[src/rtl/muldiv_ctrl.sv]
// muldiv_ctrl: sequencer for the multicycle CPU's multiply and divide units.
//
// Accepts a MULT/DIV request in IDLE and sends a one-cycle start pulse to the
// selected unit. It then waits for that unit's stop flag and latches the
// 64-bit result into the architectural HI/LO registers. MTHI/MTLO writes are
// accepted only in IDLE. A divide by zero is rejected without starting the
// divider. A watchdog bounds the wait for the stop flag.
//
// Ports
//   Clock, Reset                 system clock; synchronous active-low reset
//   w_OpValid, w_OpSel           request strobe (IDLE only); 0 = MULT, 1 = DIV
//   w_B                          divisor operand, used for the zero check
//   w_HIWrite, w_LOWrite         MTHI / MTLO strobes
//   w_WData                      MTHI / MTLO data
//   w_MultStart, w_MultStop      multiplier handshake
//   w_MULTHI, w_MULTLO           multiplier result
//   w_DivStart, w_DivStop        divider handshake
//   w_DIVHI, w_DIVLO             divider remainder / quotient
//   w_HI, w_LO                   architectural HI/LO registers
//   w_Busy                       pipeline stall (state != IDLE)
//   w_Done, w_DivZero, w_Timeout one-cycle status pulses
//
// state | meaning
// ------+--------------------------------------------------------------
// IDLE  | waiting for a request; MTHI/MTLO are applied here
// START | one-cycle start pulse to the selected unit; watchdog cleared
// WAIT  | waiting for the selected unit's stop flag; watchdog counting
// DONE  | HI/LO hold the new result; w_Done pulsed
// ERR   | divide by zero or watchdog expiry; matching pulse raised
//
// All outputs are registered. Each one is computed from the next state, so
// its value lines up with the state it describes.

module muldiv_ctrl #(
  parameter int TIMEOUT = 40
) (
  input  logic        Clock,
  input  logic        Reset,
  input  logic        w_OpValid,
  input  logic        w_OpSel,
  input  logic [31:0] w_B,
  input  logic        w_HIWrite,
  input  logic        w_LOWrite,
  input  logic [31:0] w_WData,
  output logic        w_MultStart,
  input  logic        w_MultStop,
  input  logic [31:0] w_MULTHI,
  input  logic [31:0] w_MULTLO,
  output logic        w_DivStart,
  input  logic        w_DivStop,
  input  logic [31:0] w_DIVHI,
  input  logic [31:0] w_DIVLO,
  output logic [31:0] w_HI,
  output logic [31:0] w_LO,
  output logic        w_Busy,
  output logic        w_Done,
  output logic        w_DivZero,
  output logic        w_Timeout
);

  localparam int CW = (TIMEOUT > 2) ? $clog2(TIMEOUT) : 1;
  localparam logic [CW-1:0] CNT_LAST = CW'(TIMEOUT - 1);

  typedef enum logic [2:0] {
    S_IDLE,
    S_START,
    S_WAIT,
    S_DONE,
    S_ERR
  } state_t;

  state_t        state_q, state_d;
  logic          sel_q, sel_d;
  logic [CW-1:0] cnt_q, cnt_d;
  logic [31:0]   hi_d, lo_d;
  logic          divzero_d, timeout_d;
  logic          stop_sel;

  // Only the selected unit's stop flag matters; the other one is ignored.
  assign stop_sel = sel_q ? w_DivStop : w_MultStop;

  always_comb begin
    state_d   = state_q;
    sel_d     = sel_q;
    cnt_d     = cnt_q;
    hi_d      = w_HI;
    lo_d      = w_LO;
    divzero_d = 1'b0;
    timeout_d = 1'b0;

    case (state_q)
      S_IDLE: begin
        // A direct write in the same cycle as an accepted request still
        // lands; a successful operation overwrites it later.
        if (w_HIWrite) hi_d = w_WData;
        if (w_LOWrite) lo_d = w_WData;
        if (w_OpValid) begin
          if (w_OpSel && (w_B == 32'd0)) begin
            state_d   = S_ERR;
            divzero_d = 1'b1;
          end else begin
            sel_d   = w_OpSel;
            state_d = S_START;
          end
        end
      end

      S_START: begin
        cnt_d   = '0;
        state_d = S_WAIT;
      end

      S_WAIT: begin
        // When stop arrives in the last allowed cycle, stop takes
        // priority over the watchdog.
        if (stop_sel) begin
          hi_d    = sel_q ? w_DIVHI : w_MULTHI;
          lo_d    = sel_q ? w_DIVLO : w_MULTLO;
          state_d = S_DONE;
        end else if (cnt_q == CNT_LAST) begin
          state_d   = S_ERR;
          timeout_d = 1'b1;
        end else begin
          cnt_d = cnt_q + CW'(1);
        end
      end

      S_DONE:  state_d = S_IDLE;
      S_ERR:   state_d = S_IDLE;
      default: state_d = S_IDLE;
    endcase
  end

  always_ff @(posedge Clock) begin
    if (!Reset) begin
      state_q     <= S_IDLE;
      sel_q       <= 1'b0;
      cnt_q       <= '0;
      w_HI        <= '0;
      w_LO        <= '0;
      w_MultStart <= 1'b0;
      w_DivStart  <= 1'b0;
      w_Busy      <= 1'b0;
      w_Done      <= 1'b0;
      w_DivZero   <= 1'b0;
      w_Timeout   <= 1'b0;
    end else begin
      state_q     <= state_d;
      sel_q       <= sel_d;
      cnt_q       <= cnt_d;
      w_HI        <= hi_d;
      w_LO        <= lo_d;
      w_MultStart <= (state_d == S_START) && !sel_d;
      w_DivStart  <= (state_d == S_START) && sel_d;
      w_Busy      <= (state_d != S_IDLE);
      w_Done      <= (state_d == S_DONE);
      w_DivZero   <= divzero_d;
      w_Timeout   <= timeout_d;
    end
  end

endmodule

[config.mk]
export PLATFORM = sky130hd
export DESIGN_NAME = muldiv_ctrl
export DESIGN_NICKNAME = d
export VERILOG_FILES = /design/src/rtl/muldiv_ctrl.sv
export SDC_FILE = /design/constraint.sdc
export NUM_CORES = 1
export LEC_CHECK = 0
export CORE_UTILIZATION = 30
export CTS_BUF_LIST = sky130_fd_sc_hd__clkbuf_16
export DETAILED_ROUTE_END_ITERATION = 12
export GPL_ROUTABILITY_DRIVEN = 0
export GPL_TIMING_DRIVEN = 0
export PLACE_DENSITY = 0.7
export SKIP_CTS_REPAIR_TIMING = 1
export SLEW_MARGIN = 20
export SYNTH_ARGS = -nofsm -noshare
export SYNTH_HDL_FRONTEND = slang
export SYNTH_SLANG_ARGS = --single-unit
[constraint.sdc]
create_clock -name Clock -period 4.8 [get_ports Clock]
set_clock_uncertainty 0.05 [all_clocks]
set_input_delay 0.72 -clock Clock [delete_from_list [all_inputs] [get_ports Clock]]
set_output_delay 0.72 -clock Clock [all_outputs]
set_load 0.01 [all_outputs]
Yosys cells after proc, flatten, opt, wreduce, memory -nomap -nowiden

Index checks and enable logic that the tools add are counted.

Register bits: 80
Latch bits: 0
RAM bits: 0
ROM bits: 0
Bits of input ports: 200
Output and inout port bits: 70
Word-level logic and storage cells: 60
Memories kept: 0

$add $sub $neg: 1
$mul: 0
Divide/modulo/power cells: 0
$lt $le $gt $ge: 0
Equal/unequal tests: 10
Shift-type cells: 0
Mux-type cells: 22
Bitwise logic cells: 2
Reduce and logical (&&, ||, !) cells: 14

Operators by type and width:

| cell                                                            | count |
|---|---|
| 32-bit two-way mux                                              | 6 |
| 32-bit case mux with 2 select lines                             | 2 |
| 32-bit zero test                                                | 1 |
| 3-bit two-way mux                                               | 4 |
| 6-bit two-way mux                                               | 2 |
| 6-bit case mux with 2 select lines                              | 1 |
| 3-bit AND reduction                                             | 4 |
| 2-bit inequality test, second input constant                    | 5 |
| 3-bit case mux with 3 select lines                              | 1 |
| 6-bit by 1-bit adder with 6-bit output, second input constant   | 1 |
| 3-bit by 1-bit == test with 1-bit output, second input constant | 2 |
| 3-bit by 2-bit == test with 1-bit output, second input constant | 2 |
| 6-bit == test, second input constant                            | 1 |
| 1-bit two-way mux                                               | 6 |
| 2-bit nonzero test                                              | 2 |
| 1-bit logical AND                                               | 3 |
| 3-bit zero test                                                 | 1 |
| 3-bit nonzero test                                              | 1 |
| 3-bit OR reduction                                              | 1 |
| 1-bit NOT                                                       | 2 |
| 1-bit zero test                                                 | 1 |

Longest topological paths before layout

Gate-level depths: netlist of run 1.

Word-level depth: 7
Mapped depth: 7
Depth with buffers taken out: 5

Least setup slack after synthesis of run 1

No wires, ideal clock.

Path type: in2reg
Start: input w_DivStop
End: register w_HI[25]
Library setup time: 0.070 ns
Data arrival time: 1.897 ns
Required time: 4.680 ns
Slack: 2.783 ns
Stages: 6
Buffers on the path: 2
Cell sequence: mux2i_1 -> a2111o_1 -> buf_2 -> buf_6 -> a211o_1 -> a21oi_1

Cells in the longest elaborated chain, start to end: 3

Ends and longest elaborated chain:

| element                                | line | text |
|---|---|---|
| start, declared                        | 50   | `input logic w_DivStop,` |
| 1-bit two-way mux                      | 80   | `assign stop_sel = sel_q ? w_DivStop : w_MultStop;` |
| 2-bit inequality test (no source line) | n/a  |  |
| 3-bit AND reduction (no source line)   | n/a  |  |
| end signal, assigned                   | 151  | `w_HI <= hi_d;` |
| end, declared                          | 53   | `output logic [31:0] w_HI,` |

Every way passes these cells.
A chain may end at the register's enable or synchronous reset.

Worst setup path after layout of run 1

Start: input w_DivStop
End: register w_LO[18]

Cells in the longest elaborated chain, start to end: 3

Ends and longest elaborated chain:

| element                                | line | text |
|---|---|---|
| 1-bit two-way mux                      | 80   |  |
| 2-bit inequality test (no source line) | n/a  |  |
| 3-bit AND reduction (no source line)   | n/a  |  |
| end signal, assigned                   | 152  | `w_LO <= lo_d;` |
| end, declared                          | 54   | `output logic [31:0] w_LO,` |

Every way passes these cells.

==> results of run 1 <==
cell type report:
class                      count  area (sq um)
clock buffer                   9           225
multi-input combinational    362          2360
clock inverter                 7          53.8
tap                          176           220
fill                        1257          6030
buffer                        45           205
inverter                       4          15.0
timing repair buffer         269          2690
sequential                    80          1600
stage by stage:
stage          worst slack (ps)  hold WS, ps
6_report                   2280          402
2_1_floorplan              2780          418
3_5_place_dp               1920          398
5_1_grt                    2070          420
3_3_place_gp               1970          393
4_1_cts                    2260          406
final timing paths:
kind	startpoint	to	slack, ps	cells after the start
max	w_DivStop	w_LO[18]	2280	7
min	w_HI[19]	w_HI[19]	400	2
max reg2reg	state_q[0]	w_LO[31]	2410	7
min reg2reg	w_HI[19]	w_HI[19]	400	2
routing by layer:
layer | up-vias | part of all wire, % | GRT usage, %
met2 | 233 | 50 | 41.0
li1 | 2353 | - | -
met4 | 0 | 2.4 | 9.45
met3 | 31 | 8.8 | 6.08
met5 | - | 0 | 0
met1 | 2233 | 39 | 25.0
cell usage in the layout, fill, tap and decap left out, types with 2 or more instances in the layout:
cell type / Yosys / routed
o21ai_0: 4 / 4
nor2b_1: 2 / 2
nand2_1: 72 / 72
a2111o_1: 6 / 6
clkbuf_1: 21 / 21
clkbuf_16: 0 / 9
nor3_1: 5 / 5
o2111ai_1: 2 / 2
inv_1: 4 / 5
a211o_1: 65 / 65
nor4_1: 9 / 9
mux2i_1: 65 / 65
clkdlybuf4s50_1: 0 / 269
nand2b_1: 3 / 3
clkinv_1: 0 / 4
buf_1: 2 / 2
dfxtp_1: 80 / 80
a21oi_1: 68 / 68
buf_2: 20 / 20
nor2_1: 40 / 40
nand3_1: 5 / 5
or3b_2: 2 / 2
nand4_1: 3 / 3
registers in the layout, summed over array words and instances (netlist names):
register     count
w_DivStart       1
state_q          3
w_DivZero        1
cnt_q            6
w_HI            32
w_LO            32
w_Timeout        1
w_Busy           1
w_MultStart      1
w_Done           1
sel_q            1
worst max-delay path, cell delays in order:
cell and delay (ps):
clkdlybuf4s50_1 410, mux2i_1 420, a2111o_1 220, buf_2 230, clkbuf_1 450, nand2_1 120
a21oi_1 160
report_power, final:
group,switching (mW),leakage (nW),internal [mW]
Combinational,0.326,1.95,0.386
Sequential,0.0325,0.657,0.729
Clock,0.263,0.141,0.393
logic make-up after synthesis:
group / after synthesis / synth area share, %
AO/OA/AOI/OAI: 150 / 25.2
flip-flops: 80 / 38.3
AND/OR/NAND/NOR: 145 / 15.0
adder cells (fa/ha/maj): 1 / 0.299
buffers and inverters: 49 / 5.27
multiplexers: 66 / 15.8
==> summary.md, run 1 <==
| Metric | Value |
|---|---|
| Status | `finished clean` |
| IO Count | `270` |
| Total power after layout | `around 2.1 mW` |
| Max Slew Vio Count | `0` |
| Placed Area | `approximately 7100 sq um` |
| Total track usage | `around 23%` |
| CTS tree | `done` |
| Num rows | `42` |
| Die X | `about 120 microns` |
| H-tree Lvls | `3` |
| Clock Path Buffers | `2` |
| Area Overhead vs Synth | `76.4%` |
| DRC violations left | `0` |
| RSZ-0062 raised after global routing | `no` |
| DRT Wirelength | `16900 microns` |
| Yosys top cell by area | `dfxtp_1` |
| Gr ovfl total | `0` |
| Worst skew pair latency | `about 330 ps` |
| Core box area | `approximately 13000 sq um` |
| Crit Path Max Fanout | `10` |
| Largest net degree at the start of global routing | `13` |
| Top FF cell, synth | `dfxtp_1` |
| Synth top area share | `between 30% and 40%` |
| Setup violators final | `0` |
| Headroom to the max-slew limit | `about 44%` |
| Crit end category | `flop` |
| DR iter-0 viols | `between 150 and 200` |
| Hpwl dp | `around 13000 microns` |
| Num CTS Buffers | `9` |
| Hold Fails Final Rpt | `0` |
| Finished Cell Area | `between 7000 and 8000 sq um` |
| Clk slew on worst S/H paths | `60 ps` |
| Max Clock Freq | `slightly below 400 MHz` |
| Crit share post-route | `52.5%` |
| Critical Path Source Type | `input pin` |
| Syn_area_per_cell | `around 8.5 sq um` |
| Cells after DPL | `936` |
| Count of non-filler cells in the finished layout | `about 950` |
| Count of flip-flops with a built-in enable after synthesis | `0` |
| Distinct cells, synth | `33` |
| Starting density of the core | `about 31%` |
| Root Driver | `clkbuf_16` |
| Maximum vdd drop | `0.141 mV` |
| Initial antenna violation count | `0` |
| DR vias | `~4900` |
| Max Cap Violations | `0` |
| Die ar. | `approximately 14000 sq um` |
| Nets | `972` |
| Clock sinks | `80` |
| Die Y-Extent | `roughly 120 microns` |
| Core Util, Final | `55.0%` |
| ANT cells | `0` |
| DRT antenna net count | `0` |
| TritonRoute pass-1 iters | `4` |
| Synthesized Nets | `between 600 and 700` |
| Ratio of cells with drive above 1 in the final layout | `between 4 and 5%` |
| Pwr Density | `slightly below 300 nW/um^2` |
| Pleak | `between 2 and 3 nW` |
| Synth area leaders | `dfxtp_1 38%, mux2i_1 16%, a211o_1 14%` |
| WL/cell | `17.8 microns` |
| Via density | `5.09` |
| Req. time, crit path | `5010 ps` |
| Sequential share of the synthesized area | `38.3%` |
| First-pass GRT wire length | `about 25000 microns` |
| #FFs+latches synth | `80` |
| Most frequent cells after synthesis | `80 x dfxtp_1, 72 x nand2_1, 68 x a21oi_1` |
| Setup TNS | `0 ps` |
| Worst slew pin tran | `about 840 ps` |
| Worst Setup Path Type | `in2reg` |
| Post-Synthesis Cells | `approximately 490` |
| Synthesis Warnings | `0` |
| Number of global-route vias before repair | `approximately 4800` |
| Synth async-reset ratio | `0%` |
| Path type of the worst min-delay path | `reg2reg` |
| Final Critical Period | `~2500 ps` |
| WP data arrival | `2730 ps` |
| Count leader, synth | `dfxtp_1` |
| Port Buffers | `roughly 270` |
| Synth Cell Area | `about 4200 sq um` |
Note: power is estimated with default switching activity, not from simulation.
==> inputs of run 2 (changes only) <==
==> constraint.sdc (replaced) <==
create_clock -name Clock -period 2.6 [get_ports Clock]
set_clock_uncertainty 0.05 [all_clocks]
set_input_delay 0.39 -clock Clock [delete_from_list [all_inputs] [get_ports Clock]]
set_output_delay 0.39 -clock Clock [all_outputs]
set_load 0.01 [all_outputs]
==> run 2 against run 1 <==
Net effect:
- largest power group unchanged
- worst hold slack is essentially flat
- sequential cell count stayed put
- first-iteration DRC count increased by 2.3%
- die area stayed put
- count of clock-buffer cells in the layout did not move
- combinational power is 85% higher
- wire length down 0.26%
- final cell count is the same
- total power rose by 84%
- worst setup slack got worse by 2000 ps
- via count down 0.64%
==> summary.md, run 2 (synthesis results as in run 1) <==
| Metric | Value |
|---|---|
| Crit-path cells | `buf_2, nor3b_1, buf_2, clkbuf_1, clkbuf_1, a211o_1, a21oi_1` |
| Final Critical Period | `between 2000 and 2500 ps` |
| Crit-path max cell delay | `510 ps (+60 ps)` |
| Critical Path Source Type | `flop` |
| Via density | `5.06 (-0.64%)` |
| CP Launch Point | `state_q[0]` |
| Die X | `120 microns (unchanged)` |
| Req. time, crit path | `2740 ps (-2270 ps)` |
| Maximum vdd drop | `0.259 mV (+84%)` |
| Die ar. | `14400 sq um (unchanged)` |
| Initial antenna violation count | `0 (unchanged)` |
| Crit end category | `flop` |
| RSZ-0062 raised after global routing | `no` |
| DRC violations left | `0 (unchanged)` |
| Clock sinks | `80 (unchanged)` |
| Sequential power share | `35.8% (about the same)` |
| Core Util, Final | `55.0% (about the same)` |
| Reg2reg start | `state_q[0]` |
| Global routing's busiest layer | `met2` |
| Die Y-Extent | `120 microns (unchanged)` |
| Root Driver | `clkbuf_16` |
| Gr ovfl total | `0 (unchanged)` |
| Worst Setup Path Type | `reg2reg` |
| Hpwl dp | `13300 microns (unchanged)` |
| IO Count | `270 (unchanged)` |
| Max Cap Violations | `0 (unchanged)` |
| Bufs and invs on worst path | `4 (+1)` |
| Commonest non-fill, non-tap cell in the layout | `clkdlybuf4s50_1` |
| DR iter-0 viols | `175 (+2.3%)` |
| Multi-input gate area | `2360 sq um (unchanged)` |
| First-pass GRT wire length | `24900 microns (unchanged)` |
| H-tree Lvls | `3 (unchanged)` |
| Pleak | `2.75 nW (+0.12%)` |
| Crit Path Max Fanout | `10 (unchanged)` |
| WP data arrival | `2450 ps (-280 ps)` |
| Status | `finished clean` |
| Clock Path Buffers | `2 (unchanged)` |
| Max Slew Vio Count | `0 (unchanged)` |
| Ratio of cells with drive above 1 in the final layout | `4.77% (+0.13 points)` |
| Total track usage | `22.8% (unchanged)` |
| DR vias | `4819 (-0.64%)` |
| Met3 GRT Util | `6.08% (unchanged)` |
| Setup TNS | `0 ps (unchanged)` |
| Max Clock Freq | `roughly 430 MHz` |
| P_int | `2.78 mW (+85%)` |
| CTS tree | `done` |
| Worst hold start | `w_HI[19]` |
| Pwr Density | `533 nW/um^2 (+84%)` |
| R2R Setup Slk | `290 ps (-2120 ps)` |
| Hold WS | `403 ps (+0.310 ps)` |
| Starting density of the core | `31.2% (unchanged)` |
| Num rows | `42 (unchanged)` |
| Crit path max-delay cell type | `clkbuf_1` |
| Total net switching power | `1.14 mW (+84%)` |
| DRT Wirelength | `16900 microns (-0.26%)` |
| DRT antenna net count | `0 (unchanged)` |
| Met1 Use GR | `25.0% (unchanged)` |
| Area Overhead vs Synth | `76.4% (about the same)` |
| Setup violators final | `0 (unchanged)` |
| Worst skew pair latency | `330 ps (about the same)` |
| Core box area | `13400 sq um (unchanged)` |
| FF/Latch Area | `1600 sq um (unchanged)` |
| TritonRoute pass-1 iters | `4 (unchanged)` |
| CP delay by family, top | `buffers and inverters` |
| Port Buffers | `269 (unchanged)` |
| Number of global-route vias before repair | `4818 (unchanged)` |
| Part of the power in the clock network | `30.7% (about the same)` |
| ANT cells | `0 (unchanged)` |
| Num CTS Buffers | `9 (unchanged)` |
| Worst slew pin tran | `835 ps (-0.484 ps)` |
| WL/cell | `17.8 microns (-0.26%)` |
| Combinational Power Share | `33.5% (about the same)` |
| FILL cells | `1256 (-0.080%)` |
| Headroom to the max-slew limit | `44.3% (about the same)` |
| Most frequent cells in the layout | `269 x clkdlybuf4s50_1, 80 x dfxtp_1, 72 x nand2_1, 68 x a21oi_1` |
| Top Registers | `w_HI x32, w_LO x32, cnt_q x6` |
| Path type of the worst min-delay path | `reg2reg` |
| Largest net degree at the start of global routing | `13 (unchanged)` |
| Crit share post-route | `just under 90%` |
| Nets | `972 (unchanged)` |
| Switching share of total power | `29.1% (-0.084 points)` |
| GR Util met2 | `41.0% (unchanged)` |
| Clk slew on worst S/H paths | `60 ps (about the same)` |
| Hold Fails Final Rpt | `0 (unchanged)` |
==> run 2: per-stage QoR <==
stage / power (mW) / cell area (sq um) / instances / worst slack [ps]
5_1_grt: 4.11 / 7370 / 952 / 73.0
4_1_cts: 3.96 / 7370 / 952 / 145
6_report: 3.93 / 7370 / 952 / 287
2_1_floorplan: 2.02 / 4180 / 491 / 839
3_5_place_dp: 2.75 / 7090 / 936 / 49.8
3_3_place_gp: 2.73 / 7090 / 936 / 101
==> run 2: metal layers <==
metal	share of wire, %	up-vias	routed length (microns)
met4	2.4	0	408
li1	-	2354	-
met1	38	2211	6480
met5	0	-	0
met3	9.3	28	1580
met2	50	226	8440
==> run 2: worst paths after layout <==
path,to,depth (start not counted)
hold reg to reg,w_HI[19],2
hold / removal,w_HI[19],2
setup / recovery,w_HI[13],7
setup reg to reg,w_HI[13],7
==> run 2: power groups by stage <==
stage / clock (mW) / combinational (mW) / sequential [mW]
3_3_place_gp: 0 / 1.31 / 1.43
5_1_grt: 1.28 / 1.41 / 1.42
3_5_place_dp: 0 / 1.32 / 1.43
6_report: 1.20 / 1.32 / 1.41
2_1_floorplan: 0 / 0.541 / 1.48
4_1_cts: 1.23 / 1.33 / 1.41
==> run 2: layout make-up <==
cell class                 count  share of cell area, %
clock inverter                 7                  0.730
sequential                    80                   21.7
buffer                        45                   2.80
tap                          176                   2.99
timing repair buffer         269                   36.5
clock buffer                   9                   3.06
multi-input combinational    362                   32.0
inverter                       4                  0.204
==> run 2: worst register-to-register path, delay by kind of cell (launching register included) <==
family	cells	cell delay, ps
buf+inv	4	1350
flops	1	300
compound gates	2	270
simple gates	1	200
